**src/rtl/sgmii_link_ctrl.sv**
```systemverilog
// sgmii_link_ctrl
//   Link-state controller for the SGMII PCS/PMA path. Registers the core's
//   status vector, sequences auto-negotiation restarts, debounces link-up,
//   latches the negotiated speed into the core speed selects, holds the MAC
//   in reset while the link is down and pulses an interrupt on every link
//   state change.
//
// Ports
//   clock              in   125 MHz userclk2
//   reset              in   asynchronous, active-high
//   status_vector[15:0] in  PCS status: [0] link, [1] sync, [11:10] speed,
//                           [12] duplex, [13] remote fault
//   an_interrupt       in   AN-complete pulse from the core
//   an_restart_config  out  AN restart request to the core
//   speed_is_10_100    out  core speed select
//   speed_is_100       out  core speed select
//   mac_reset          out  active-high reset to MAC and FIFOs
//   link_up            out  link qualified
//   link_speed[1:0]    out  latched speed code (00=10, 01=100, 10=1000)
//   link_irq           out  one-cycle pulse on each link_up change
//
// Optional feature (macro SGMII_LINK_FLAP_COUNT_EN)
//   flap_clear         in   synchronous clear of flap_count (wins over increment)
//   flap_count[15:0]   out  saturating count of UP -> AN_WAIT transitions

module sgmii_link_ctrl #(
  parameter int LINK_DEBOUNCE  = 1250,
  parameter int AN_TIMEOUT     = 1250000,
  parameter int RESTART_CYCLES = 16
) (
  input  logic        clock,
  input  logic        reset,
  input  logic [15:0] status_vector,
  input  logic        an_interrupt,
  output logic        an_restart_config,
  output logic        speed_is_10_100,
  output logic        speed_is_100,
  output logic        mac_reset,
  output logic        link_up,
  output logic [1:0]  link_speed,
  output logic        link_irq
`ifdef SGMII_LINK_FLAP_COUNT_EN
  ,
  input  logic        flap_clear,
  output logic [15:0] flap_count
`endif
);

  localparam int DB_W = $clog2(LINK_DEBOUNCE + 1);
  localparam int TO_W = $clog2(AN_TIMEOUT + 1);

  localparam logic [DB_W-1:0] DB_MAX  = DB_W'(LINK_DEBOUNCE);
  localparam logic [TO_W-1:0] TO_LAST = TO_W'(AN_TIMEOUT - 1);
  localparam logic [7:0]      RS_LAST = 8'(RESTART_CYCLES);

  typedef enum logic [1:0] {
    S_RESTART = 2'd0,
    S_AN_WAIT = 2'd1,
    S_UP      = 2'd2
  } state_t;

  logic [15:0]     r_sv_q;
  state_t          r_state;
  state_t          w_state_nxt;
  logic [DB_W-1:0] r_db_cnt;
  logic [TO_W-1:0] r_to_cnt;
  logic [7:0]      r_rs_cnt;

  logic            r_restart;
  logic            r_mac_reset;
  logic            r_link_up;
  logic [1:0]      r_link_speed;
  logic            r_spd_10_100;
  logic            r_spd_100;
  logic            r_link_irq;

  logic            w_link_ok;
  logic            w_db_done;
  logic            w_to_done;
  logic            w_enter_up;
  logic            w_leave_up;
  logic [1:0]      w_code;
  logic            w_restart_nxt;
  logic            w_up_nxt;
  logic            w_irq_nxt;
  logic [1:0]      w_speed_nxt;
  logic            w_spd_10_100_nxt;
  logic            w_spd_100_nxt;

  // Status bits that no decision depends on.
  logic            w_unused_sv;
  assign w_unused_sv = ^{r_sv_q[15:14], r_sv_q[12], r_sv_q[9:2]};

  // ---- input register stage ----
  always_ff @(posedge clock) begin
    r_sv_q <= status_vector;
  end

  assign w_link_ok = r_sv_q[0] & r_sv_q[1] & ~r_sv_q[13];
  // Debounce qualifies on the registered count, which gives the
  // input-register + output-register latency on link-up.
  assign w_db_done = (r_db_cnt >= DB_MAX);
  // Timeout fires when this cycle's increment would reach AN_TIMEOUT;
  // an AN-complete pulse in the same cycle restarts the wait instead.
  assign w_to_done = ~an_interrupt && (r_to_cnt >= TO_LAST);

  // ---- FSM: next-state ----
  always_comb begin
    w_state_nxt = r_state;
    case (r_state)
      S_RESTART: begin
        if (r_rs_cnt >= RS_LAST) w_state_nxt = S_AN_WAIT;
      end
      S_AN_WAIT: begin
        if (w_db_done)      w_state_nxt = S_UP;
        else if (w_to_done) w_state_nxt = S_RESTART;
      end
      S_UP: begin
        if (!w_link_ok || (r_sv_q[11:10] != r_link_speed)) w_state_nxt = S_AN_WAIT;
      end
      default: w_state_nxt = S_RESTART;
    endcase
  end

  // ---- FSM: state and counters ----
  always_ff @(posedge clock or posedge reset) begin
    if (reset) begin
      r_state  <= S_RESTART;
      r_db_cnt <= '0;
      r_to_cnt <= '0;
      r_rs_cnt <= '0;
    end else begin
      r_state <= w_state_nxt;

      // The entry edge into RESTART already drives the first pulse cycle,
      // so a re-entry starts counting at 1. Out of reset the output
      // register is still low, so counting starts at 0 there.
      if (r_state != S_RESTART)
        r_rs_cnt <= (w_state_nxt == S_RESTART) ? 8'd1 : 8'd0;
      else if (r_rs_cnt != 8'hFF)
        r_rs_cnt <= r_rs_cnt + 8'd1;

      if ((r_state == S_AN_WAIT) && (w_state_nxt == S_AN_WAIT)) begin
        if (!w_link_ok)           r_db_cnt <= '0;
        else if (r_db_cnt != DB_MAX) r_db_cnt <= r_db_cnt + 1'b1;

        if (an_interrupt)         r_to_cnt <= '0;
        else if (r_to_cnt != {TO_W{1'b1}}) r_to_cnt <= r_to_cnt + 1'b1;
      end else begin
        r_db_cnt <= '0;
        r_to_cnt <= '0;
      end
    end
  end

  // ---- FSM: outputs (computed from next state, then registered) ----
  assign w_enter_up = (w_state_nxt == S_UP) && (r_state != S_UP);
  assign w_leave_up = (w_state_nxt == S_AN_WAIT) && (r_state == S_UP);
  // Reserved speed code 11 is treated as 1000.
  assign w_code = (r_sv_q[11:10] == 2'b11) ? 2'b10 : r_sv_q[11:10];

  always_comb begin
    w_restart_nxt    = (w_state_nxt == S_RESTART);
    w_up_nxt         = (w_state_nxt == S_UP);
    w_irq_nxt        = (w_up_nxt != r_link_up);
    w_speed_nxt      = r_link_speed;
    w_spd_10_100_nxt = r_spd_10_100;
    w_spd_100_nxt    = r_spd_100;
    if (w_enter_up) begin
      w_speed_nxt      = w_code;
      w_spd_10_100_nxt = (w_code != 2'b10);
      w_spd_100_nxt    = (w_code == 2'b01);
    end
  end

  // ---- output register stage ----
  always_ff @(posedge clock or posedge reset) begin
    if (reset) begin
      r_restart    <= 1'b0;
      r_mac_reset  <= 1'b1;
      r_link_up    <= 1'b0;
      r_link_speed <= 2'b10;
      r_spd_10_100 <= 1'b0;
      r_spd_100    <= 1'b0;
      r_link_irq   <= 1'b0;
    end else begin
      r_restart    <= w_restart_nxt;
      r_mac_reset  <= ~w_up_nxt;
      r_link_up    <= w_up_nxt;
      r_link_speed <= w_speed_nxt;
      r_spd_10_100 <= w_spd_10_100_nxt;
      r_spd_100    <= w_spd_100_nxt;
      r_link_irq   <= w_irq_nxt;
    end
  end

  assign an_restart_config = r_restart;
  assign mac_reset         = r_mac_reset;
  assign link_up           = r_link_up;
  assign link_speed        = r_link_speed;
  assign speed_is_10_100   = r_spd_10_100;
  assign speed_is_100      = r_spd_100;
  assign link_irq          = r_link_irq;

`ifdef SGMII_LINK_FLAP_COUNT_EN
  logic [15:0] r_flap_cnt;

  always_ff @(posedge clock or posedge reset) begin
    if (reset) begin
      r_flap_cnt <= 16'h0000;
    end else if (flap_clear) begin
      r_flap_cnt <= 16'h0000;
    end else if (w_leave_up && (r_flap_cnt != 16'hFFFF)) begin
      r_flap_cnt <= r_flap_cnt + 16'h0001;
    end
  end

  assign flap_count = r_flap_cnt;
`else
  logic w_unused_leave;
  assign w_unused_leave = w_leave_up;
`endif

endmodule

```
**config.mk**
```make
export PLATFORM = sky130hd
export DESIGN_NAME = sgmii_link_ctrl
export DESIGN_NICKNAME = d
export VERILOG_FILES = /design/src/rtl/sgmii_link_ctrl.sv
export SDC_FILE = /design/constraint.sdc
export NUM_CORES = 1
export LEC_CHECK = 0
export ABC_AREA = 0
export BUFFER_PORTS_ARGS = -buffer_cell sky130_fd_sc_hd__buf_2
export CELL_PAD_IN_SITES_DETAIL_PLACEMENT = 1
export CELL_PAD_IN_SITES_GLOBAL_PLACEMENT = 2
export CORE_MARGIN = 3
export CORE_UTILIZATION = 34
export DETAILED_ROUTE_END_ITERATION = 10
export GPL_TIMING_DRIVEN = 0
export PLACE_DENSITY = 0.81
export SLEW_MARGIN = 20
export SYNTH_ARGS = -nofsm -noshare
export SYNTH_HDL_FRONTEND = slang
export SYNTH_SLANG_ARGS = --single-unit
```
**constraint.sdc**
```tcl
create_clock -name clock -period 2.2 [get_ports clock]
set_input_delay 0 -clock clock [delete_from_list [all_inputs] [get_ports clock]]
set_output_delay 0 -clock clock [all_outputs]
set_load 0.05 [all_outputs]
```
==> impl_metrics.ini, run 1 <==
[sta]
rsz0062_at_grt = true
finalCritPeriodShare_pct = 109.1
fmax_mhz = 416.5
fin_ws_ps = -200.8
setup_violations = 36
relSlewSlack_pct = 57.89
tightest_slew_ps = 626.9
period_minus_slack_ps = 2401
slew_violations = 0
timing_hold_violations_final = 0
finClkSkew_ps = 6.917
tns_ps = -4187

[route]
routed_wirelength_mm = 6.478
vias_per_cell = 5.225
drt-wirelength-per-cell_um = 15.50
antenna_left = 0
via_count = 2184
detail_route.iter0.violations = 165
drc = 0
drtPass1Iterations = 4

[synthesis]
netlist_area_um2 = 2698
synth.area.top_cells = dfrtp_1 44%, xor2_1 5.8%, nor2_1 5.6%
syn_nets = 301
synth_top_area_cell = dfrtp_1
ys.flop_type = dfrtp_1
synth_top_area_share_pct = 43.60
yosysUniqueCellTypes = 50
syn_area_per_cell_um2 = 9.739
synth_seq_area_share_pct = 49.26
synth-seq-cells = 54
synth_edf_count = 0
async_reset_ff_share_pct = 90.74
syn_inst = 277
yosysWarnings = 0

[setup_path]
path_class = reg2reg
cp.required_ps = 2450
cp-end-kind = register
cp-start-kind = register
path_max_fanout = 7
arrival_ps = 2650
rrSetupSlack_ps = -200

[floorplanning]
row_count = 31
die_h_um = 95.08
dieWidth_um = 95.08
ios = 27
die-area_um2 = 9039
fp.coreArea_um2 = 7486
start_util_pct = 36.04

[worst_hold_path]
worstHoldPathType = in2reg

[global_routing]
grt_max_degree = 28
grt.overflow.total = 0
grt_pass1_wl_mm = 10.93
antenna_found_initial = 0
grt_pass1_vias = 2248
grt.total_usage_pct = 15.15

[clock_tree]
path_clk_slew_ps = 110
cts_max_level = 2
cts_tree = done
worst_skew_pair.late_latency_ps = 310
root_buffer = clkbuf_8
cts.sinks = 54
cts_buffer_depth = 2
numCtsBuffers = 5

[pwr]
fin_total_pwr_mw = 1.772
p_per_area_nw_per_um2 = 531.1
leakagePower_nw = 1.358
max-vdd-ir-drop_mv = 0.2478

[final_layout]
design_area_um2 = 3337
layout.cells.non_filler = 418
nFillCells = 847
antenna_cells = 0
nNetsFinal = 342
final_util_pct = 44.58
area_delta_synth_final_pct = 23.70
drive_above_1_share_pct = 26.33

[placed_design]
placed_area_um2 = 2917
gp_congestion = 0.7682
hpwl_mm = 4.272
io_buffers = 15
placedCellCount = 392

[status]
failed_checks = negative setup slack
status = finished with violations

[run]
cap_violations = 0
-- worst max-delay path: stages, from the launching register on --
cell      delay [ps]
dfrtp_1          410
or4_4            540
or4_4            450
a2111o_1         410
o21bai_4         240
buf_6            180
nor2_2            90
-- cell type report --
cell class | instances | area [µm²] | area share [%]
sequential | 54 | 1329 | 39.82
clock buffer | 5 | 68.82 | 2.062
inverter | 12 | 45.04 | 1.350
buffer | 6 | 38.79 | 1.162
multi-input combinational | 204 | 1438 | 43.08
tap | 99 | 123.9 | 3.712
timing repair buffer | 35 | 267.8 | 8.024
clock inverter | 3 | 26.28 | 0.7874
-- Yosys cell counts (3+ instances only) --
cell	instances
nand4_1	9
nand2_1	20
o21ai_0	4
dfxtp_1	5
a211oi_1	4
nor3_1	12
clkbuf_1	4
a21oi_1	12
nor2_1	40
a31oi_1	3
inv_1	12
or4_1	3
nor4_1	3
nand3_1	18
and3_1	4
xor2_1	18
xnor2_1	15
ha_1	5
dfrtp_1	47
nand3b_1	3
-- what timing repair did --
item | CTS | global route
setup buffers | 9 | 3
setup endpoints to repair | 35 | 34
gates resized for setup | 13 | 36
hold endpoints to repair | 26 | 0
pin swaps | 1 | 8
hold buffers | 6 | 0
gates cloned | 1 | 0
-- path summary, 6_finish.rpt --
| path | cells after the start | from | endpoint |
|---|---|---|---|
| min reg2reg | 1 | link_up$_DFF_PP0_ | link_irq$_DFF_PP0_ |
| min in group asynchronous | 3 | reset | an_restart_config$_DFF_PP0_ |
| max in group asynchronous | 4 | reset | link_speed[1]$_DFFE_PP1P_ |
| max | 6 | r_db_cnt[2]$_DFFE_PP0P_ | r_to_cnt[20]$_DFFE_PP0P_ |
| min | 4 | an_interrupt | r_to_cnt[19]$_DFFE_PP0P_ |
| max reg2reg | 6 | r_db_cnt[2]$_DFFE_PP0P_ | r_to_cnt[20]$_DFFE_PP0P_ |
-- state kept, by name (all words and copies together) (netlist names) --
name	flops
r_sv_q	5
mac_reset	1
r_db_cnt	11
r_to_cnt	21
r_state	2
link_speed	1
speed_is_100	1
speed_is_10_100	1
r_rs_cnt	8
link_irq	1
link_up	1
an_restart_config	1
-- stage by stage --
stage / worst slack, ps / hold slack [ps]
finish: -200.8 / 188.8
global route: -259.9 / 200.8
CTS: -215.1 / 59.64
detailed placement: -337.2 / 78.21
global placement: -272.5 / 103.0
floorplan: -76.93 / 27.72
-- power by group --
group / switching (mW) / leakage, nW / internal [mW]
Clock: 0.372 / 0.0491 / 0.236
Combinational: 0.0847 / 0.595 / 0.0607
Sequential: 0.0141 / 0.714 / 1.00
Total: 0.471 / 1.36 / 1.30
-- kinds of logic (layout without fill, tap and decap cells) --
kind of cell	count (synthesis)	in the layout	synth area share (%)
AO/OA/AOI/OAI	37	37	9.648
XOR/XNOR	33	33	10.71
adder cells (fa/ha/maj)	5	5	2.319
buffers and inverters	19	61	3.107
flip-flops	54	54	49.26
multiplexers	3	3	1.206
AND/OR/NAND/NOR	126	126	23.75
-- cell usage in the layout (no fill, tap or decap), drive strengths merged, types with 5 or more instances in the layout --
master / netlist / final
dlygate4sd3: 0 / 6
a21oi: 12 / 12
nand3: 18 / 18
clkbuf: 4 / 8
xnor2: 15 / 15
nand2: 20 / 20
buf: 3 / 32
or4: 5 / 5
dfxtp: 5 / 5
inv: 12 / 14
nand4: 9 / 9
ha: 5 / 5
nor3: 12 / 12
xor2: 18 / 18
nor2: 40 / 40
dfrtp: 47 / 47
-- layer usage --
| metal | track usage, % | routed length [µm] |
|---|---|---|
| met1 | 20.71 | 3109 |
| met5 | 0 | 0 |
| met4 | 3.726 | 48 |
| met3 | 2.210 | 108 |
| met2 | 25.25 | 3212 |
No activity file was read; power rests on OpenSTA's default activity.
==> inputs of run 2 (changes only) <==
--- a/config.mk
+++ b/config.mk
@@ -14,6 +14,7 @@
 export DETAILED_ROUTE_END_ITERATION = 10
 export GPL_TIMING_DRIVEN = 0
 export PLACE_DENSITY = 0.81
+export SKIP_CTS_REPAIR_TIMING = 1
 export SLEW_MARGIN = 20
 export SYNTH_ARGS = -nofsm -noshare
 export SYNTH_HDL_FRONTEND = slang
==> impl_metrics.ini, run 2 (synthesized netlist as in run 1, its figures left out) <==
[final_layout]
multi_input_area_um2 = 1426
layout_common_cells = 47 x dfrtp_1, 34 x nor2_1, 20 x nand2_1, 18 x nand3_1, 18 x xor2_1
area_delta_synth_final_pct = 22.77
nFillCells = 849
reg.largest.list = r_to_cnt: 21 flops, r_db_cnt: 11 flops, r_rs_cnt: 8 flops
regArea_um2 = 1329
drive_above_1_share_pct = 23.10
antenna_cells = 0
final_common_cell = dfrtp_1
largest_reg_flops = 21
largest-register = r_to_cnt
nNetsFinal = 339
final_util_pct = 44.24

[pwr]
p_switching_mw = 0.4694
p_per_area_nw_per_um2 = 535.0
swShare_pct = 26.49
seq_power_share_pct = 57.5
max-vdd-ir-drop_mv = 0.2494
p_comb_share_pct = 8.3
leakagePower_nw = 1.347
p_clk_share_pct = 34.2
power.internal_mw = 1.303

[clock_tree]
path_clk_slew_ps = 110
cts.sinks = 54
cts_max_level = 2
root_buffer = clkbuf_8
cts_buffer_depth = 2
worst_skew_pair.late_latency_ps = 310
numCtsBuffers = 5
cts_tree = done

[global_routing]
gr-usage-met2_pct = 23.32
grt_max_degree = 28
grt_pass1_wl_mm = 10.38
antenna_found_initial = 0
grt.overflow.total = 0
grt_pass1_vias = 2166
grt_util_met3_pct = 2.131
grt.total_usage_pct = 14.33
grtUsageMet1_pct = 20.00
busiest_layer = met2

[sta]
slew_violations = 0
tightest_slew_ps = 785.5
fin_ws_ps = -327.6
finClkSkew_ps = 8.937
fmax_mhz = 395.6
tns_ps = -7942
relSlewSlack_pct = 46.90
timing_hold_violations_final = 0
setup_violations = 35
finalCritPeriodShare_pct = 114.9
period_minus_slack_ps = 2528
rsz0062_at_grt = true

[route]
detail_route.iter0.violations = 61
routed_wirelength_mm = 6.473
vias_per_cell = 5.260
via_count = 2183
antenna_left = 0
drtPass1Iterations = 4
drt-wirelength-per-cell_um = 15.60
drc = 0

[setup_path]
cp_slowest_cell = or4_4
path_max_fanout = 10
cp-start-kind = register
arrival_ps = 2770
worstPathCellList = or4_4 > or4_4 > a2111o_1 > o21bai_4 > buf_6 > nor2_1
cpMostUsedCell = or4_4
cpPeakStageDelay_ps = 550
cp-end-kind = register
path_class = reg2reg
cp.required_ps = 2450

[placed_design]
gp_congestion = 0.7682
hpwl_mm = 4.272
io_buffers = 15

[status]
status = finished with violations
failed_checks = negative setup slack

[floorplanning]
die-area_um2 = 9039
row_count = 31
ios = 27
start_util_pct = 36.04
die_h_um = 95.08
dieWidth_um = 95.08
fp.coreArea_um2 = 7486

[run]
cap_violations = 0

[worst_hold_path]
worstHoldPathType = in2reg
==> run 2: changes by cell type in the layout (fill, tap and decap cells not counted), sizes merged <==
cell  before  now
buf       32   29
==> run 2: layout make-up <==
cell class / instances / share of cell area [%]
Inverter: 12 / 1.360
Tap cell: 99 / 3.740
Timing Repair Buffer: 32 / 7.556
Buffer: 6 / 1.284
Clock inverter: 3 / 0.7934
Multi-Input combinational cell: 204 / 43.07
Sequential cell: 54 / 40.12
Clock buffer: 5 / 2.078
==> run 2: worst paths after layout <==
path,start,endpoint,slack [ps],cells after the start
hold / removal,an_interrupt,r_to_cnt[18]$_DFFE_PP0P_,30,3
max in group asynchronous,reset,link_speed[1]$_DFFE_PP1P_,1350,4
min in group asynchronous,reset,an_restart_config$_DFF_PP0_,260,3
hold reg to reg,link_up$_DFF_PP0_,link_irq$_DFF_PP0_,480,1
setup reg to reg,r_db_cnt[2]$_DFFE_PP0P_,r_to_cnt[3]$_DFFE_PP0P_,-330,6
setup / recovery,r_db_cnt[2]$_DFFE_PP0P_,r_to_cnt[3]$_DFFE_PP0P_,-330,6
==> run 2: worst max-delay path, delay by kind of cell, from the launching register on <==
family,cells,cell delay (ps)
simple gates,3,1100
compound gates,2,740
flops,1,440
buf+inv,1,190
==> run 2: per-layer routing <==
metal | part of all wire (%) | up-vias | wire, µm
met3 | 1.3 | 4 | 84
met4 | 0.56 | 0 | 36
met5 | 0 | - | 0
met1 | 48 | 1112 | 3095
met2 | 50 | 14 | 3256
li1 | - | 1053 | -
==> run 2: power groups by stage <==
| stage | Clock (mW) | Sequential, mW | Combinational [mW] |
|---|---|---|---|
| 2_1_floorplan | 0 | 1.04 | 0.0630 |
| 3_3_place_gp | 0 | 1.04 | 0.0941 |
| 3_5_place_dp | 0 | 1.04 | 0.101 |
| 4_1_cts | 0.628 | 1.02 | 0.101 |
| 5_1_grt | 0.678 | 1.02 | 0.162 |
| 6_report | 0.607 | 1.02 | 0.146 |
==> run 2: stage by stage <==
step	hold WS (ps)	power, mW	instances	worst slack [ps]	cell area (µm²)
6_report	29.81	1.772	415	-327.6	3312
2_1_floorplan	27.72	1.101	277	-76.93	2698
4_1_cts	-274.3	1.748	400	-341.8	3012
3_3_place_gp	103.0	1.131	391	-272.5	2897
5_1_grt	43.65	1.863	415	-401.3	3312
3_5_place_dp	78.21	1.139	392	-337.2	2917
==> inputs of run 3 (changes only) <==
--- a/config.mk
+++ b/config.mk
@@ -9,6 +9,7 @@
 export BUFFER_PORTS_ARGS = -buffer_cell sky130_fd_sc_hd__buf_2
 export CELL_PAD_IN_SITES_DETAIL_PLACEMENT = 1
 export CELL_PAD_IN_SITES_GLOBAL_PLACEMENT = 2
+export CORE_ASPECT_RATIO = 1.4
 export CORE_MARGIN = 3
 export CORE_UTILIZATION = 34
 export DETAILED_ROUTE_END_ITERATION = 10
==> impl_metrics.ini, run 3 (synthesized netlist as in run 1, its figures left out) <==
[setup_path]
arrival_ps = 2720
cp.required_ps = 2440
critPathBufInv = 1
path_max_fanout = 5
worstPathCellList = or4_4 > or4_4 > a2111o_1 > o21bai_4 > buf_4 > a21oi_1
path_class = reg2reg
cpPeakStageDelay_ps = 550
cpMostUsedCell = or4_4
cp_slowest_cell = or4_4
cpLargestDelayFamily = simple AND/OR/NAND/NOR gates
cp-end-kind = register
cp-start-kind = register
rrSetupSlack_ps = -270

[placed_design]
hpwl_mm = 4.365
gp_congestion = 0.7561
dp_slack_ps = -283.5
io_buffers = 15

[global_routing]
grt_max_degree = 33
antenna_found_initial = 0
grt.overflow.total = 0
grt.total_usage_pct = 14.53
grt_pass1_vias = 2187
grt_pass1_wl_mm = 10.43

[status]
failed_checks = negative setup slack
status = finished with violations

[floorplanning]
ios = 27
dieWidth_um = 81.28
fp.coreArea_um2 = 7546
row_count = 37
die_h_um = 111.4
start_util_pct = 35.75
die-area_um2 = 9054

[worst_hold_path]
worstHoldPathType = in2reg

[sta]
relSlewSlack_pct = 36.06
fmax_mhz = 404.2
timing_hold_violations_final = 0
fin_ws_ps = -274.0
finalCritPeriodShare_pct = 112.5
slew_violations = 0
period_minus_slack_ps = 2474
finClkSkew_ps = 14.43
setup_violations = 31
rsz0062_at_grt = true
tightest_slew_ps = 951.2

[clock_tree]
path_clk_slew_ps = 100
cts_buffer_depth = 2
worst_skew_pair.late_latency_ps = 320
numCtsBuffers = 5
cts.sinks = 54
cts_max_level = 2
cts_tree = done
root_buffer = clkbuf_8

[final_layout]
nNetsFinal = 338
nFillCells = 880
largest-register = r_to_cnt
reg.largest.list = r_to_cnt: 21 flops, r_db_cnt: 11 flops, r_rs_cnt: 8 flops
antenna_cells = 0
drive_above_1_share_pct = 22.86
largest_reg_flops = 21
final_common_cell = dfrtp_1
area_delta_synth_final_pct = 22.03
layout_common_cells = 47 x dfrtp_1, 30 x nor2_1, 20 x nand2_1, 18 x nand3_1, 18 x xor2_1

[pwr]
seq_power_share_pct = 54.6
power.internal_mw = 1.408
max-vdd-ir-drop_mv = 0.2339
fin_total_pwr_mw = 1.863
p_comb_share_pct = 7.9
p_per_area_nw_per_um2 = 566.0
leakagePower_nw = 1.322
swShare_pct = 24.46
p_clk_share_pct = 37.5
p_switching_mw = 0.4557

[route]
vias_per_cell = 5.238
via_count = 2158
routed_wirelength_mm = 6.572
detail_route.iter0.violations = 113
drtPass1Iterations = 4
drc = 0
antenna_left = 0
drt-wirelength-per-cell_um = 15.95

[run]
cap_violations = 0
## run 3: cell count changes in the layout (fill, tap and decap cells not counted), sizes merged
cell,previous run,this run
clkbuf,8,9
o21bai,3,4
buf,29,27
inv,14,12
bufinv,0,1
## run 3: power by group through the flow
stage | registers [mW] | logic (mW) | clock network (mW)
2_1_floorplan | 1.04 | 0.0630 | 0
3_3_place_gp | 1.04 | 0.0950 | 0
3_5_place_dp | 1.04 | 0.103 | 0
4_1_cts | 1.02 | 0.102 | 0.714
5_1_grt | 1.02 | 0.162 | 0.749
6_report | 1.02 | 0.147 | 0.699
## run 3: final timing paths
| kind | start | cells past startpoint | to |
|---|---|---|---|
| min in group asynchronous | reset | 3 | r_db_cnt[1]$_DFFE_PP0P_ |
| setup reg to reg | r_db_cnt[2]$_DFFE_PP0P_ | 6 | r_to_cnt[1]$_DFFE_PP0P_ |
| hold reg to reg | link_up$_DFF_PP0_ | 1 | link_irq$_DFF_PP0_ |
| max in group asynchronous | reset | 4 | link_speed[1]$_DFFE_PP1P_ |
| hold / removal | an_interrupt | 3 | r_to_cnt[18]$_DFFE_PP0P_ |
| setup / recovery | r_db_cnt[2]$_DFFE_PP0P_ | 6 | r_to_cnt[1]$_DFFE_PP0P_ |
## run 3: cell type report
type / count / area, µm² / area share, %
multi-input cells: 205 / 1420 / 43.14
repair buffers: 30 / 222.7 / 6.765
flip-flops and latches: 54 / 1329 / 40.36
clock buffers: 6 / 72.57 / 2.204
plain buffers: 6 / 42.54 / 1.292
clock inverters: 2 / 38.79 / 1.178
inverters: 12 / 45.04 / 1.368
well taps: 97 / 121.4 / 3.687
## run 3: routing by layer
metal,vias to the layer above,global-route usage [%],part of all wire (%)
met3,6,2.913,1.5
met1,1091,17.27,42
met2,13,25.68,55
li1,1048,-,-
met5,-,0,0
met4,0,4.397,1.3
## run 3: worst reg2reg max path, delay by kind of cell (launching register included)
kind                   cells  cell delay, ps
AO/OA/AOI/OAI              3             800
flip-flops                 1             440
buffers and inverters      1             180
AND/OR/NAND/NOR            2             990
## run 3: per-stage QoR
stage / instances / cell area [µm²] / hold WS (ps) / util, % / setup TNS [ps]
after floorplan: 277 / 2698 / 27.72 / - / -815.3
after global placement: 389 / 2894 / 101.9 / 38.35 / -5344
after detailed placement: 390 / 2914 / 27.28 / 38.62 / -5962
after CTS: 398 / 3025 / -331.9 / 40.09 / -6846
after global routing: 412 / 3292 / 81.77 / 43.62 / -9543
final: 412 / 3292 / 70.59 / 43.62 / -6376
